$ cat config.mk
export PLATFORM = sky130hd
export DESIGN_NAME = md5_dispatch_flat
export DESIGN_NICKNAME = d
export VERILOG_FILES = /design/src/rtl/md5_dispatch_if.sv /design/src/rtl/md5_dispatch.sv /design/src/flat_wrapper.sv
export SDC_FILE = /design/constraint.sdc
export NUM_CORES = 1
export LEC_CHECK = 0
export BUFFER_PORTS_ARGS = -buffer_cell sky130_fd_sc_hd__buf_2
export CAP_MARGIN = 20
export CELL_PAD_IN_SITES_DETAIL_PLACEMENT = 1
export CELL_PAD_IN_SITES_GLOBAL_PLACEMENT = 1
export CORE_AREA = 2 2 613 615
export CTS_BUF_LIST = sky130_fd_sc_hd__clkbuf_4
export DETAILED_ROUTE_END_ITERATION = 10
export DIE_AREA = 0 0 615 617
export MAX_ROUTING_LAYER = met4
export PLACE_DENSITY_LB_ADDON = 0.1
export SETUP_SLACK_MARGIN = 0.2
export SLEW_MARGIN = 10
export SYNTH_ARGS = -nofsm -noshare
export SYNTH_HDL_FRONTEND = slang
export SYNTH_SLANG_ARGS = --single-unit
$ cat constraint.sdc
create_clock -name clk -period 3.2 [get_ports clk]
set_clock_uncertainty 0.1 [all_clocks]
set_input_delay 0.32 -clock clk [delete_from_list [all_inputs] [get_ports clk]]
set_output_delay 0.32 -clock clk [all_outputs]
set_load 0.005 [all_outputs]
$ cat src/rtl/md5_dispatch_if.sv
// Candidate / core-array / result bundle for md5_dispatch.
// master: the dispatcher itself. slave: the surrounding generator, cores and command layer.
// Optional match counter signal is present only when MD5_DISPATCH_MATCH_COUNT_EN is defined.
interface md5_dispatch_if #(
  parameter int NUM_CORES = 4,
  parameter int DATA_W    = 448,
  parameter int TAG_W     = 16
);
  logic                     target_load;
  logic [127:0]             target_hash;
  logic                     cand_valid;
  logic                     cand_ready;
  logic [DATA_W-1:0]        cand_data;
  logic [TAG_W-1:0]         cand_tag;
  logic                     drain_req;
  logic                     drain_done;
  logic [NUM_CORES-1:0]     core_start;
  logic [DATA_W-1:0]        core_data;
  logic [NUM_CORES-1:0]     core_done;
  logic [NUM_CORES*128-1:0] core_digest;
  logic                     match_valid;
  logic [TAG_W-1:0]         match_tag;
  logic                     busy;
`ifdef MD5_DISPATCH_MATCH_COUNT_EN
  logic [TAG_W-1:0]         match_count;
`endif

  modport master (
    input  target_load, target_hash, cand_valid, cand_data, cand_tag,
           drain_req, core_done, core_digest,
    output cand_ready, drain_done, core_start, core_data, match_valid,
           match_tag, busy
`ifdef MD5_DISPATCH_MATCH_COUNT_EN
    , output match_count
`endif
  );

  modport slave (
    output target_load, target_hash, cand_valid, cand_data, cand_tag,
           drain_req, core_done, core_digest,
    input  cand_ready, drain_done, core_start, core_data, match_valid,
           match_tag, busy
`ifdef MD5_DISPATCH_MATCH_COUNT_EN
    , input match_count
`endif
  );
endinterface

$ cat src/rtl/md5_dispatch.sv
// md5_dispatch: round-robin scheduler of candidate blocks onto NUM_CORES md5 cores,
// owner of the target-hash register, and digest-vs-target checker reporting matches by tag.
// Optional feature: define MD5_DISPATCH_MATCH_COUNT_EN to add a saturating match counter.
module md5_dispatch #(
  parameter int NUM_CORES = 4,
  parameter int DATA_W    = 448,
  parameter int TAG_W     = 16
) (
  input logic            clk,
  input logic            reset,
  md5_dispatch_if.master bus
);

  localparam int IDX_W = $clog2(NUM_CORES);

  typedef enum logic [1:0] {
    ST_RUN   = 2'd0,
    ST_DRAIN = 2'd1,
    ST_DONE  = 2'd2
  } state_e;

  state_e               state_q, state_d;
  logic [127:0]         target_q, target_d;
  logic [NUM_CORES-1:0] alloc_q, alloc_d;
  logic [NUM_CORES-1:0] pend_q, pend_d;
  logic [NUM_CORES-1:0] start_q, start_d;
  logic [DATA_W-1:0]    cdata_q, cdata_d;
  logic [IDX_W-1:0]     rr_q, rr_d;
  logic                 mv_q, mv_d;
  logic [TAG_W-1:0]     mtag_q, mtag_d;
  logic [TAG_W-1:0]     tag_q [NUM_CORES];

  logic                 sel_found;
  logic [IDX_W-1:0]     sel_idx;
  logic                 res_found;
  logic [IDX_W-1:0]     res_idx;
  logic [NUM_CORES-1:0] clr_mask;
  logic                 cand_ready_s;
  logic                 drain_done_s;
  logic                 accept;
  logic [127:0]         digest [NUM_CORES];

  // Digest bus unpacked into one 128-bit word per core
  for (genvar g = 0; g < NUM_CORES; g++) begin : g_digest
    assign digest[g] = bus.core_digest[g*128 +: 128];
  end

  // Round-robin pick: first free core at or after the pointer, wrapping
  always_comb begin
    int probe;
    probe     = 0;
    sel_found = 1'b0;
    sel_idx   = '0;
    for (int off = 0; off < NUM_CORES; off++) begin
      probe = int'(rr_q) + off;
      if (probe >= NUM_CORES) probe = probe - NUM_CORES;
      if (!sel_found && !alloc_q[probe[IDX_W-1:0]]) begin
        sel_found = 1'b1;
        sel_idx   = probe[IDX_W-1:0];
      end
    end
  end

  // Result arbitration: lowest-index pending core is retired first
  always_comb begin
    res_found = 1'b0;
    res_idx   = '0;
    for (int j = NUM_CORES - 1; j >= 0; j--) begin
      if (pend_q[j[IDX_W-1:0]]) begin
        res_found = 1'b1;
        res_idx   = j[IDX_W-1:0];
      end
    end
  end

  assign accept = bus.cand_valid & cand_ready_s;

  // Datapath next state: dispatch, completion capture, result retirement, target load
  always_comb begin
    clr_mask = '0;
    if (res_found) clr_mask[res_idx] = 1'b1;

    // A done on an unallocated core is dropped; retirement clears both masks together
    pend_d  = (pend_q | (bus.core_done & alloc_q)) & ~clr_mask;
    alloc_d = alloc_q & ~clr_mask;

    start_d = '0;
    cdata_d = cdata_q;
    rr_d    = rr_q;
    if (accept) begin
      alloc_d[sel_idx] = 1'b1;
      start_d[sel_idx] = 1'b1;
      cdata_d          = bus.cand_data;
      rr_d             = (sel_idx == IDX_W'(NUM_CORES - 1)) ? '0 : sel_idx + 1'b1;
    end

    mv_d     = res_found && (digest[res_idx] == target_q);
    mtag_d   = res_found ? tag_q[res_idx] : mtag_q;
    target_d = bus.target_load ? bus.target_hash : target_q;
  end

  // Control and output registers
  always_ff @(posedge clk) begin
    if (reset) begin
      target_q <= '0;
      alloc_q  <= '0;
      pend_q   <= '0;
      start_q  <= '0;
      cdata_q  <= '0;
      rr_q     <= '0;
      mv_q     <= 1'b0;
      mtag_q   <= '0;
    end else begin
      target_q <= target_d;
      alloc_q  <= alloc_d;
      pend_q   <= pend_d;
      start_q  <= start_d;
      cdata_q  <= cdata_d;
      rr_q     <= rr_d;
      mv_q     <= mv_d;
      mtag_q   <= mtag_d;
    end
  end

  // Per-core tag slots: rewritten only when that core is dispatched again
  always_ff @(posedge clk) begin
    if (accept) tag_q[sel_idx] <= bus.cand_tag;
  end

  // FSM state register
  always_ff @(posedge clk) begin
    if (reset) state_q <= ST_RUN;
    else       state_q <= state_d;
  end

  // FSM next state: drain waits for every allocated and pending core to retire
  always_comb begin
    state_d = state_q;
    case (state_q)
      ST_RUN:   if (bus.drain_req) state_d = ST_DRAIN;
      ST_DRAIN: if ((alloc_q == '0) && (pend_q == '0)) state_d = ST_DONE;
      ST_DONE:  state_d = ST_RUN;
      default:  state_d = ST_RUN;
    endcase
  end

  // FSM outputs: a dispatch cycle blocks the next one so starts are never adjacent
  always_comb begin
    cand_ready_s = 1'b0;
    drain_done_s = 1'b0;
    case (state_q)
      ST_RUN:  cand_ready_s = sel_found && (start_q == '0);
      ST_DONE: drain_done_s = 1'b1;
      default: ;
    endcase
  end

`ifdef MD5_DISPATCH_MATCH_COUNT_EN
  logic [TAG_W-1:0] mcnt_q, mcnt_d;

  // Match counter: counts reported matches, saturates, restarts with a new target
  always_comb begin
    mcnt_d = mcnt_q;
    if (bus.target_load)             mcnt_d = '0;
    else if (mv_q && (mcnt_q != '1)) mcnt_d = mcnt_q + TAG_W'(1);
  end

  // Match counter register
  always_ff @(posedge clk) begin
    if (reset) mcnt_q <= '0;
    else       mcnt_q <= mcnt_d;
  end

  assign bus.match_count = mcnt_q;
`endif

  assign bus.cand_ready  = cand_ready_s;
  assign bus.drain_done  = drain_done_s;
  assign bus.core_start  = start_q;
  assign bus.core_data   = cdata_q;
  assign bus.match_valid = mv_q;
  assign bus.match_tag   = mtag_q;
  assign bus.busy        = (|alloc_q) | (|pend_q);

endmodule

$ cat src/flat_wrapper.sv
// flat-port wrapper written by rule: the top's interface ports become plain ports
module md5_dispatch_flat 
#(
  parameter int NUM_CORES = 4,
  parameter int DATA_W    = 448,
  parameter int TAG_W     = 16
)
  (clk, reset, bus_target_load, bus_target_hash, bus_cand_valid, bus_cand_data, bus_cand_tag, bus_drain_req, bus_core_done, bus_core_digest, bus_cand_ready, bus_drain_done, bus_core_start, bus_core_data, bus_match_valid, bus_match_tag, bus_busy);
  md5_dispatch_if #(.NUM_CORES(NUM_CORES), .DATA_W(DATA_W), .TAG_W(TAG_W)) bus_i ();
  input logic clk;
  input logic reset;
  input wire logic [$bits(bus_i.target_load)-1:0] bus_target_load;
  input wire logic [$bits(bus_i.target_hash)-1:0] bus_target_hash;
  input wire logic [$bits(bus_i.cand_valid)-1:0] bus_cand_valid;
  input wire logic [$bits(bus_i.cand_data)-1:0] bus_cand_data;
  input wire logic [$bits(bus_i.cand_tag)-1:0] bus_cand_tag;
  input wire logic [$bits(bus_i.drain_req)-1:0] bus_drain_req;
  input wire logic [$bits(bus_i.core_done)-1:0] bus_core_done;
  input wire logic [$bits(bus_i.core_digest)-1:0] bus_core_digest;
  output wire logic [$bits(bus_i.cand_ready)-1:0] bus_cand_ready;
  output wire logic [$bits(bus_i.drain_done)-1:0] bus_drain_done;
  output wire logic [$bits(bus_i.core_start)-1:0] bus_core_start;
  output wire logic [$bits(bus_i.core_data)-1:0] bus_core_data;
  output wire logic [$bits(bus_i.match_valid)-1:0] bus_match_valid;
  output wire logic [$bits(bus_i.match_tag)-1:0] bus_match_tag;
  output wire logic [$bits(bus_i.busy)-1:0] bus_busy;
  assign bus_i.target_load = bus_target_load;
  assign bus_i.target_hash = bus_target_hash;
  assign bus_i.cand_valid = bus_cand_valid;
  assign bus_i.cand_data = bus_cand_data;
  assign bus_i.cand_tag = bus_cand_tag;
  assign bus_i.drain_req = bus_drain_req;
  assign bus_i.core_done = bus_core_done;
  assign bus_i.core_digest = bus_core_digest;
  assign bus_cand_ready = bus_i.cand_ready;
  assign bus_drain_done = bus_i.drain_done;
  assign bus_core_start = bus_i.core_start;
  assign bus_core_data = bus_i.core_data;
  assign bus_match_valid = bus_i.match_valid;
  assign bus_match_tag = bus_i.match_tag;
  assign bus_busy = bus_i.busy;
  md5_dispatch #(.NUM_CORES(NUM_CORES), .DATA_W(DATA_W), .TAG_W(TAG_W)) u_core (.clk(clk), .reset(reset), .bus(bus_i));
endmodule
==> metrics.txt, run 1 <==
Final Wtd Congestion=0.855; I/O Buffers=1584; synthesized area=28700 um^2; H-tree depth=4; Site Rows=225; main flop type after synthesis=dfxtp_1; EDFF count, synth=64; Clock Tree Root=clkbuf_4; CTS sink cnt=673; effective utilization at floorplan=7.69%; status=did not finish; Failed at=4_1_cts; CTS Buffer Depth=4; #FFs+latches synth=673; post_cts resized=109; Cells after Synth=3423; placed inst area=44600 um^2; cts bufs inserted=245; die height=617 um; chip width=615 um; Seq/Total Area, Yosys=49.1%; Err=[ERROR RSZ-0060] Max buffer count reached.; Top Ports=1585; Post-CTS Hold Buffers=2097; Placed Instances=10000; Ys Warns=0; Synth cell types=74; Post-CTS Repair Setup Buffers=34; Final HPWL DP=235 mm; syn nets=4540; Avg Inst Size Synth=8.40 um^2; ys async rst share=0%
-- Yosys cell counts, types with 5 or more instances --
| library cell | count | area, um^2 |
|---|---|---|
| a22oi_1 | 65 | 488 |
| nor4_1 | 10 | 62.6 |
| nand4_1 | 18 | 113 |
| buf_2 | 43 | 215 |
| edfxtp_1 | 64 | 1920 |
| a22o_1 | 40 | 350 |
| a21o_1 | 8 | 60.1 |
| and2_1 | 19 | 119 |
| nand2_1 | 962 | 3610 |
| a21oi_1 | 504 | 2520 |
| nor2b_1 | 10 | 62.6 |
| o221ai_1 | 8 | 70.1 |
| o22ai_1 | 26 | 163 |
| o21ai_0 | 38 | 190 |
| nor4b_1 | 5 | 43.8 |
| a221oi_1 | 54 | 473 |
| o21a_1 | 11 | 82.6 |
| a211oi_1 | 9 | 67.6 |
| xor2_1 | 24 | 210 |
| nor3_1 | 12 | 60.1 |
| buf_1 | 37 | 139 |
| nand3b_1 | 19 | 143 |
| xnor2_1 | 39 | 342 |
| a211o_1 | 19 | 166 |
| mux2_2 | 14 | 158 |
| nand2b_1 | 16 | 100 |
| nand3_1 | 18 | 90.1 |
| o2111a_1 | 5 | 56.3 |
| a32oi_1 | 11 | 96.3 |
| dfxtp_1 | 609 | 12200 |
| and3_1 | 12 | 75.1 |
| nor2_1 | 171 | 642 |
| a2111oi_0 | 9 | 78.8 |
| o2111ai_1 | 6 | 52.6 |
| or3_1 | 5 | 31.3 |
| a222oi_1 | 17 | 170 |
| a31oi_1 | 10 | 62.6 |
| or4_1 | 7 | 52.6 |
| inv_1 | 37 | 139 |
| a221o_1 | 18 | 180 |
| clkbuf_1 | 191 | 717 |
| o211ai_1 | 6 | 45.0 |
| mux2i_1 | 156 | 1560 |
| nor3b_1 | 5 | 37.5 |
-- through the flow --
stage | worst slack, ns | util [%] | hold slack [ns]
2_1_floorplan | 0.287 | - | 0.319
3_3_place_gp | -0.778 | 11.9 | 0.340
3_5_place_dp | -0.810 | 11.9 | 0.345
-- logic make-up after synthesis --
family | Yosys count | share of synthesized area [%]
DFF | 673 | 49.1
xor gates and xnor gates | 63 | 1.92
buffers and inverters | 309 | 4.24
adders and majority gates | 4 | 0.174
AOI/OAI and AO/OA | 895 | 19.6
and+or+nand+nor | 1308 | 18.9
muxes | 171 | 6.02
==> run 2, diff against run 1 <==
==> config.mk (replaced) <==
export PLATFORM = sky130hd
export DESIGN_NAME = md5_dispatch_flat
export DESIGN_NICKNAME = d
export VERILOG_FILES = /design/src/rtl/md5_dispatch_if.sv /design/src/rtl/md5_dispatch.sv /design/src/flat_wrapper.sv
export SDC_FILE = /design/constraint.sdc
export NUM_CORES = 1
export LEC_CHECK = 0
export BUFFER_PORTS_ARGS = -buffer_cell sky130_fd_sc_hd__buf_2
export CAP_MARGIN = 20
export CORE_AREA = 2 2 617 619
export DETAILED_ROUTE_END_ITERATION = 10
export DIE_AREA = 0 0 619 621
export PLACE_DENSITY_LB_ADDON = 0.15
export SLEW_MARGIN = 10
export SYNTH_ARGS = -nofsm -noshare
export SYNTH_HDL_FRONTEND = slang
export SYNTH_SLANG_ARGS = --single-unit
==> run 2 against run 1 <==
  * The flow now finishes, with violations (setup timing)
  * Synthesized cell count unchanged
  * Area after synthesis unchanged
==> metrics.txt, run 2 <==
Post-Layout Cell Count=10800; Slew Limit Fails=0; syn nets=4540; most common library cell in the layout ignoring fill and taps=buf_2; Max FO, Critical Path=13; met1 usage=16.5%; Synth cell types=74; largest net degree at the start of global routing=161; RR Startpoint=u_core.pend_q[3]$_SDFF_PP0_; Power Density=647 nW/um^2; status=finished with violations; cts bufs inserted=99; CTS Buffer Depth=4; Critical Path Sink Type=register; Final Wtd Congestion=0.937; Final HPWL DP=235 mm; Pleak=22.9 nW; worst slew pin tran=1.00 ns; Ys Warns=0; Commonest cells post-synth=962 x nand2_1, 609 x dfxtp_1, 504 x a21oi_1; Peak VDD IR=0.392 mV; clock latency on the worst-skew pair=0.80 ns; wire per inst=25.5 um; area share of the largest cell type after synthesis=42.4%; GRT Residual Overflow=0; CP required=3.79 ns; met2 Resource Use GR=23.7%; first-pass GRT wire length=358 mm; TritonCTS clock tree=yes; Final period util=106%; Placed Instances=10000; total power=35.0 mW; Vias=36200; Tot GR Track Use=13.7%; violated checks=setup timing; Synth area leaders=dfxtp_1 42%, nand2_1 13%, a21oi_1 8.8%; CP max stage delay=0.51 ns; main flop type after synthesis=dfxtp_1; Setup WS post-layout=-0.188 ns; DRC Markers=0; Top Ports=1585; Max Freq=0.295 GHz; post-route cell area=54100 um^2; Storage cell area=14100 um^2; min-delay src=bus_cand_valid; met3 Use GR=4.48%; core area=378000 um^2; effective utilization at floorplan=7.61%; crit path max-delay cell type=or4_4; drt first pass iters=7; Startpoint Class=register; fill count=43600; most frequent cells in the layout=1582 x buf_2, 960 x nand2_1, 605 x dfxtp_1, 597 x dlygate4sd3_1, 504 x a21oi_1; placed inst area=44500 um^2; #FFs+latches synth=673; Min Hold Slack=0.0756 ns; CP dominant cell by count=buf_4; Nets=6836; chip width=619 um; Cells after Synth=3423; initial antenna violation count=113; vias per inst=3.34; worst path bufs/invs=4; Seq/Total Area, Yosys=49.1%; CP top delay family=simple AND/OR/NAND/NOR gates; crit path DAT=3.98 ns; EDFF count, synth=64; Clock Tree Root=clkbuf_16; most common cell in the netlist=nand2_1; layer with the highest usage=met2; Final Hold Vio Count=0; Worst Hold Class=in2reg; die area=384000 um^2; Setup Viol. Count Final=1; max_cap viols=0; vias in the first global route=37200; Crit Path Class=reg2reg; cells along the critical path=buf_4 > nand2b_1 > buf_4 > o21ai_1 > a22oi_1 > and3_1 > nor4_4 > buf_4 > nand4_1 > or4_4 > buf_4 > nor4_4; share of cells above drive strength 1=35.9%; die height=621 um; Worst-path clk slew=0.06 ns; I/O Buffers=1584; Final Critical Period=3.39 ns; ys async rst share=0%; H-tree depth=3; Hold Path Depth=4; Avg Inst Size Synth=8.40 um^2; max FFs per register=448; Post-Route WL=276 mm; CTS sink cnt=673; Routed Antenna Nets=0; FF-to-FF setup slack=-0.19 ns; drt initial violations=2339; Worst R2R Path Depth=12; WHS Endpoint=u_core.bus.core_data[361]$_SDFFE_PP0P_; Syn-to-layout area delta=88.3%; RSZ-0062 raised after global routing=true; synthesized area=28700 um^2; largest area contributor in the netlist=dfxtp_1; multi-input logic area=13600 um^2; Site Rows=226; Max transition margin=33.3%; FF-to-FF End=u_core.bus.match_valid$_SDFF_PP0_; final core occ=14.3%
run 2: cell counts after synthesis:
Identical to the previous run, type by type.
run 2: worst max-delay path by stage:
stage | startpoint | end | cells past startpoint
final | u_core.pend_q[3]$_SDFF_PP0_ | u_core.bus.match_valid$_SDFF_PP0_ | 12
after global routing | u_core.pend_q[3]$_SDFF_PP0_ | u_core.bus.match_valid$_SDFF_PP0_ | 10
after detailed placement | u_core.pend_q[1]$_SDFF_PP0_ | u_core.bus.match_valid$_SDFF_PP0_ | 10
after global placement | u_core.pend_q[1]$_SDFF_PP0_ | u_core.bus.match_valid$_SDFF_PP0_ | 10
after CTS | u_core.pend_q[3]$_SDFF_PP0_ | u_core.bus.match_valid$_SDFF_PP0_ | 10
after floorplan | u_core.pend_q[3]$_SDFF_PP0_ | u_core.bus.match_valid$_SDFF_PP0_ | 11
run 2: cell type report:
type / count / share of cell area, %
timing repair buffer: 2466 / 30.7
sequential: 673 / 26.1
multi-input combinational: 2442 / 25.2
tap: 5016 / 11.6
clock buffer: 150 / 5.36
clock inverter: 29 / 0.677
inverter: 37 / 0.257
antenna: 22 / 0.102
run 2: power by group:
group | internal [mW] | total [mW] | switching [mW]
sequential | 10.1 | 11.1 | 0.950
combinational | 4.79 | 12.6 | 7.78
clock | 6.73 | 11.3 | 4.60
total | 21.7 | 35.0 | 13.3
run 2: worst min-delay path, stage by stage:
cell	delay (ns)
buf_2	0.12
nand2_4	0.28
nand2_1	0.17
a21oi_1	0.05
run 2: timing repair:
item                                    4_1_cts  5_1_grt
pin swaps                                    10       10
resized for setup                            26       24
hold buffers                                597        0
cloned                                        0        1
hold endpoints to repair                    643        0
buffers inserted                              8       11
endpoints found under the setup margin        2        2
run 2: stage by stage:
| stage | setup WS (ns) | TNS [ns] |
|---|---|---|
| floorplan | 0.287 | 0 |
| global placement | -0.745 | -0.745 |
| detailed placement | -0.687 | -0.687 |
| CTS | -0.233 | -0.233 |
| global route | -0.268 | -0.268 |
| finish | -0.188 | -0.188 |
run 2: logic make-up after synthesis:
kind of cell	after synthesis	synth area share, %
mux	171	6.02
xor+xnor	63	1.92
compound gates	895	19.6
fa+ha+maj	4	0.174
flops	673	49.1
buf+inv	309	4.24
simple gates	1308	18.9
run 2: metal layers:
layer	up-vias	part of all wire (%)
li1	16600	-
met1	17700	41
met2	1586	48
met3	352	8.5
met4	58	2.1
met5	-	0.14
Power figures use the tool's default switching activity.
==> run 3, diff against run 2 <==
--- a/config.mk
+++ b/config.mk
@@ -11,6 +11,7 @@
 export DETAILED_ROUTE_END_ITERATION = 10
 export DIE_AREA = 0 0 619 621
 export PLACE_DENSITY_LB_ADDON = 0.15
+export REMOVE_ABC_BUFFERS = 1
 export SLEW_MARGIN = 10
 export SYNTH_ARGS = -nofsm -noshare
 export SYNTH_HDL_FRONTEND = slang
==> run 3 against run 2 <==
  * Cell count is 1.2% higher
  * Critical path depth unchanged
  * Hold slack better by 0.068 ns
  * Flip-flop and latch count unchanged
  * Cell area up 1.6%
  * Register-to-register slack got worse by 0.18 ns
  * The run still ends with setup timing left
  * Die area stayed put
  * Power is 0.60% lower
  * Maximum frequency decreased by 4.9%
  * Via count rose by 1.8%
  * First-iteration DRC count rose by 4.0%
  * Largest cell class unchanged
==> metrics.txt, run 3 (same netlist as run 2, synthesis figures left out) <==
cts bufs inserted=101; TritonCTS clock tree=yes; Startpoint Class=register; effective utilization at floorplan=7.61%; Nets=6890; chip width=619 um; CTS sink cnt=673; P_sw=13.1 mW; Setup WS post-layout=-0.364 ns; Worst Hold Class=in2reg; FF-to-FF setup slack=-0.36 ns; max_cap viols=0; clock latency on the worst-skew pair=0.83 ns; Power Density=633 nW/um^2; vias per inst=3.36; Crit Path Class=reg2reg; Final Wtd Congestion=0.875; Max Freq=0.281 GHz; crit path DAT=4.17 ns; status=finished with violations; Post-Route WL=290 mm; vias in the first global route=37100; CP required=3.80 ns; Final Hold Vio Count=0; Setup Viol. Count Final=1; Comb power frac=34.6%; Slew Limit Fails=0; Final period util=111%; Clock Power Share=33.4%; Top Ports=1585; Clock Tree Root=clkbuf_16; GRT Residual Overflow=0; Max transition margin=34.7%; CTS Buffer Depth=4; max FFs per register=448; RSZ-0062 raised after global routing=true; Site Rows=226; Max FO, Critical Path=9; first-pass GRT wire length=372 mm; die height=621 um; drt first pass iters=7; drt initial violations=2432; internal power=21.7 mW; Final Critical Period=3.56 ns; Reg power frac=32.0%; DRC Markers=0; initial antenna violation count=249; Routed Antenna Nets=0; Critical Path Sink Type=register; most frequent cells in the layout=1582 x buf_2, 961 x nand2_1, 667 x dlygate4sd3_1, 605 x dfxtp_1, 504 x a21oi_1; worst slew pin tran=0.980 ns; share of cells above drive strength 1=35.3%; final core occ=14.5%; Peak VDD IR=0.334 mV; Min Hold Slack=0.144 ns; most common library cell in the layout ignoring fill and taps=buf_2; fill count=43700; H-tree depth=3; Sw Ratio=37.7%; Final HPWL DP=249 mm; die area=384000 um^2; Tot GR Track Use=14.5%; Worst-path clk slew=0.06 ns; core area=378000 um^2; Pleak=23.2 nW; violated checks=setup timing; Syn-to-layout area delta=91.3%; I/O Buffers=1584; largest net degree at the start of global routing=154; wire per inst=26.5 um; Vias=36900
-- run 3: cell count changes in the layout (fill, tap and decap cells not counted), sizes merged --
cell	before	now
bufinv	6	9
clkinv	15	24
dlygate4sd3	597	667
inv	41	40
clkinvlp	4	8
buf	1868	1851
or2	4	3
clkbuf	151	140
diode	22	96
-- run 3: per-layer routing --
metal | wire length (um) | track usage (%) | share of wire [%] | vias to the layer above
li1 | - | - | - | 16800
met1 | 106000 | 15.4 | 37 | 17900
met2 | 157000 | 28.2 | 54 | 1623
met3 | 13700 | 2.30 | 4.7 | 570
met4 | 12200 | 5.33 | 4.2 | 56
met5 | 363 | 0 | 0.13 | -
-- run 3: what timing repair did --
action,CTS,global route
buffers inserted,14,5
hold endpoints to repair,665,0
gates cloned,0,0
endpoints found under the setup margin,2,2
pin swaps,8,11
hold buffers,667,0
gates resized for setup,34,20
-- run 3: area by class of cell --
cell class                      count  area (um^2)  share of cell area, %
Clock buffer                      139         2840                   5.17
Clock inverter                     44          490                  0.892
Tap cell                         5016         6280                   11.4
Multi-Input combinational cell   2441        13600                   24.8
Antenna cell                       96          240                  0.437
Inverter                           37          139                  0.253
Sequential cell                   673        14100                   25.7
Timing Repair Buffer             2519        17200                   31.3
-- run 3: metrics by stage --
step,area [um^2],TNS [ns],power (mW),setup slack [ns],std cells
after global routing,54900,-0.474,36.8,-0.461,10900
after CTS,54600,-0.306,35.7,-0.306,10900
after detailed placement,44300,-0.869,22.8,-0.869,10000
final,55000,-0.364,34.8,-0.364,11000
after global placement,44300,-1.17,22.8,-1.17,10000
after floorplan,27700,-3041.80,13.1,-6.82,3151
-- run 3: power groups by stage --
stage / Sequential (mW) / Clock (mW) / Combinational (mW)
5_1_grt: 11.3 / 12.4 / 13.1
3_3_place_gp: 11.3 / 0 / 11.5
6_report: 11.1 / 11.6 / 12.0
4_1_cts: 11.2 / 12.2 / 12.4
3_5_place_dp: 11.3 / 0 / 11.4
2_1_floorplan: 10.1 / 0 / 2.92
-- run 3: path summary, 6_finish.rpt --
path                                           from  depth (start not counted)                                      to
max reg2reg             u_core.pend_q[2]$_SDFF_PP0_                         12       u_core.bus.match_valid$_SDFF_PP0_
min reg2reg  u_core.bus.core_data[242]$_SDFFE_PP0P_                          2  u_core.bus.core_data[242]$_SDFFE_PP0P_
max                     u_core.pend_q[2]$_SDFF_PP0_                         12       u_core.bus.match_valid$_SDFF_PP0_
min                                 bus_target_load                          3        u_core.target_q[71]$_SDFFE_PP0P_
-- run 3: worst max-delay path, stage by stage (launching register included) --
cell and delay, ns:
dfxtp_4 0.42, nor3_2 0.08, or2_4 0.30, buf_12 0.15
buf_4 0.18, a32oi_1 0.25, o221ai_1 0.16, buf_4 0.18
nor4b_2 0.26, nand4_1 0.31, buf_4 0.25, or4_1 0.56
nor4_4 0.21
==> run 4, diff against run 3 <==
--- a/config.mk
+++ b/config.mk
@@ -10,7 +10,6 @@
 export CORE_AREA = 2 2 617 619
 export DETAILED_ROUTE_END_ITERATION = 10
 export DIE_AREA = 0 0 619 621
-export PLACE_DENSITY_LB_ADDON = 0.15
 export REMOVE_ABC_BUFFERS = 1
 export SLEW_MARGIN = 10
 export SYNTH_ARGS = -nofsm -noshare
==> run 4 against run 3 <==
  * Via count increased by 5.0%
  * Non-clock buffer count increased by 34
  * Register-to-register slack got worse by 0.08 ns
  * Cell area increased by 0.96%
  * The flow still finishes with violations (setup timing)
  * Core utilization increased by 0.14 points
  * Flip-flop and latch count unchanged
  * Combinational power about the same
  * Critical path depth unchanged
  * Maximum frequency decreased by 2.3%
  * Worst setup slack got worse by 0.083 ns
==> metrics.txt, run 4 (same netlist as run 2, synthesis figures left out) <==
status=finished with violations; die area=384000 um^2; Nets=6915; initial antenna violation count=326; Pleak=23.4 nW; Tot GR Track Use=15.9%; Worst-path clk slew=0.06 ns; GRT Residual Overflow=0; most frequent cells in the layout=1581 x buf_2, 960 x nand2_1, 689 x dlygate4sd3_1, 605 x dfxtp_1, 504 x a21oi_1; Max FO, Critical Path=7; clock latency on the worst-skew pair=0.80 ns; Clock Tree Root=clkbuf_16; Site Rows=226; wire per inst=29.0 um; CP top delay family=simple AND/OR/NAND/NOR gates; cts bufs inserted=92; Crit Path Class=reg2reg; Worst Hold Class=in2reg; I/O Buffers=1584; Setup Viol. Count Final=1; first-pass GRT wire length=395 mm; Power Density=629 nW/um^2; Critical Path Sink Type=register; crit path DAT=4.26 ns; TritonCTS clock tree=yes; Routed Antenna Nets=0; Post-Route WL=319 mm; DRC Markers=0; Vias=38700; Top Ports=1585; Final Wtd Congestion=1.04; Final HPWL DP=270 mm; H-tree depth=3; CP dominant cell by count=buf_6; Startpoint Class=register; chip width=619 um; crit path max-delay cell type=or4_4; effective utilization at floorplan=7.61%; Max transition margin=32.4%; Min Hold Slack=0.0522 ns; cells along the critical path=buf_6 > nor2b_4 > buf_6 > buf_12 > a221o_1 > a32oi_4 > o221ai_4 > nor4b_2 > nand4_1 > buf_4 > or4_4 > nor4_4; max_cap viols=0; worst path bufs/invs=4; RSZ-0062 raised after global routing=true; core area=378000 um^2; CP max stage delay=0.55 ns; share of cells above drive strength 1=35.6%; Max Freq=0.274 GHz; vias per inst=3.52; CTS Buffer Depth=4; die height=621 um; CTS sink cnt=673; max FFs per register=448; worst slew pin tran=1.01 ns; Final Critical Period=3.65 ns; largest net degree at the start of global routing=172; setup_tns=-0.447 ns; drt initial violations=3961; Final Hold Vio Count=0; drt first pass iters=6; CP required=3.82 ns; Syn-to-layout area delta=93.1%; total power=34.9 mW; Final period util=114%; Slew Limit Fails=0; Peak VDD IR=0.402 mV; Setup WS post-layout=-0.447 ns; vias in the first global route=37200; most common library cell in the layout ignoring fill and taps=buf_2; violated checks=setup timing
run 4: what timing repair did:
item                                   4_1_cts  5_1_grt
resized for setup                           69       28
endpoints found under the hold margin      654        0
hold buffers                               689        0
pin swaps                                   22       15
setup endpoints to repair                    2       10
gates cloned                                 2        1
buffers inserted                            29        5
run 4: through the flow:
step                instances  area [um^2]  utilization, %  worst slack [ns]
floorplan                3151        27700               -             -6.82
global placement         9996        44200            11.7             -1.90
detailed placement       9997        44200            11.7             -1.25
CTS                     10900        55000            14.6            -0.448
global route            11000        55400            14.7            -0.471
finish                  11000        55500            14.7            -0.447
run 4: report_power, final:
group | switching (mW) | internal [mW] | total [mW]
clock | 4.52 | 6.91 | 11.4
sequential | 1.08 | 10.1 | 11.2
combinational | 7.59 | 4.68 | 12.3
total | 13.2 | 21.7 | 34.9
run 4: tightest hold or removal path, stage by stage:
cell	delay, ns
buf_2	0.10
a222oi_1	0.08
xor2_1	0.15
nand4_1	0.06
or4_4	0.15
nor4_4	0.05
run 4: path summary, 6_finish.rpt:
path / start / end / slack, ns / cells past startpoint
max: u_core.pend_q[2]$_SDFF_PP0_ / u_core.bus.match_valid$_SDFF_PP0_ / -0.45 / 12
min: bus_core_digest[392] / u_core.bus.match_valid$_SDFF_PP0_ / 0.05 / 6
max reg2reg: u_core.pend_q[2]$_SDFF_PP0_ / u_core.bus.match_valid$_SDFF_PP0_ / -0.45 / 12
min reg2reg: u_core.bus.core_data[427]$_SDFFE_PP0P_ / u_core.bus.core_data[427]$_SDFFE_PP0P_ / 0.35 / 2
run 4: final cells by class:
type                            instances  area, um^2
Clock inverter                         46         706
Timing Repair Buffer                 2553       17600
Sequential cell                       673       14100
Clock buffer                          118        2540
Fill cell                           43200      322000
Antenna cell                          128         320
Tap cell                             5016        6280
Multi-Input combinational cell       2441       13800
Inverter                               37         139
run 4: per-layer routing:
| metal | part of all wire, % | GRT usage, % | up-vias |
|---|---|---|---|
| met1 | 33 | 15.6 | 18400 |
| li1 | - | - | 16800 |
| met3 | 7.6 | 4.21 | 982 |
| met2 | 50 | 28.3 | 2503 |
| met5 | 0.10 | 0.0253 | - |
| met4 | 9.0 | 11.9 | 48 |
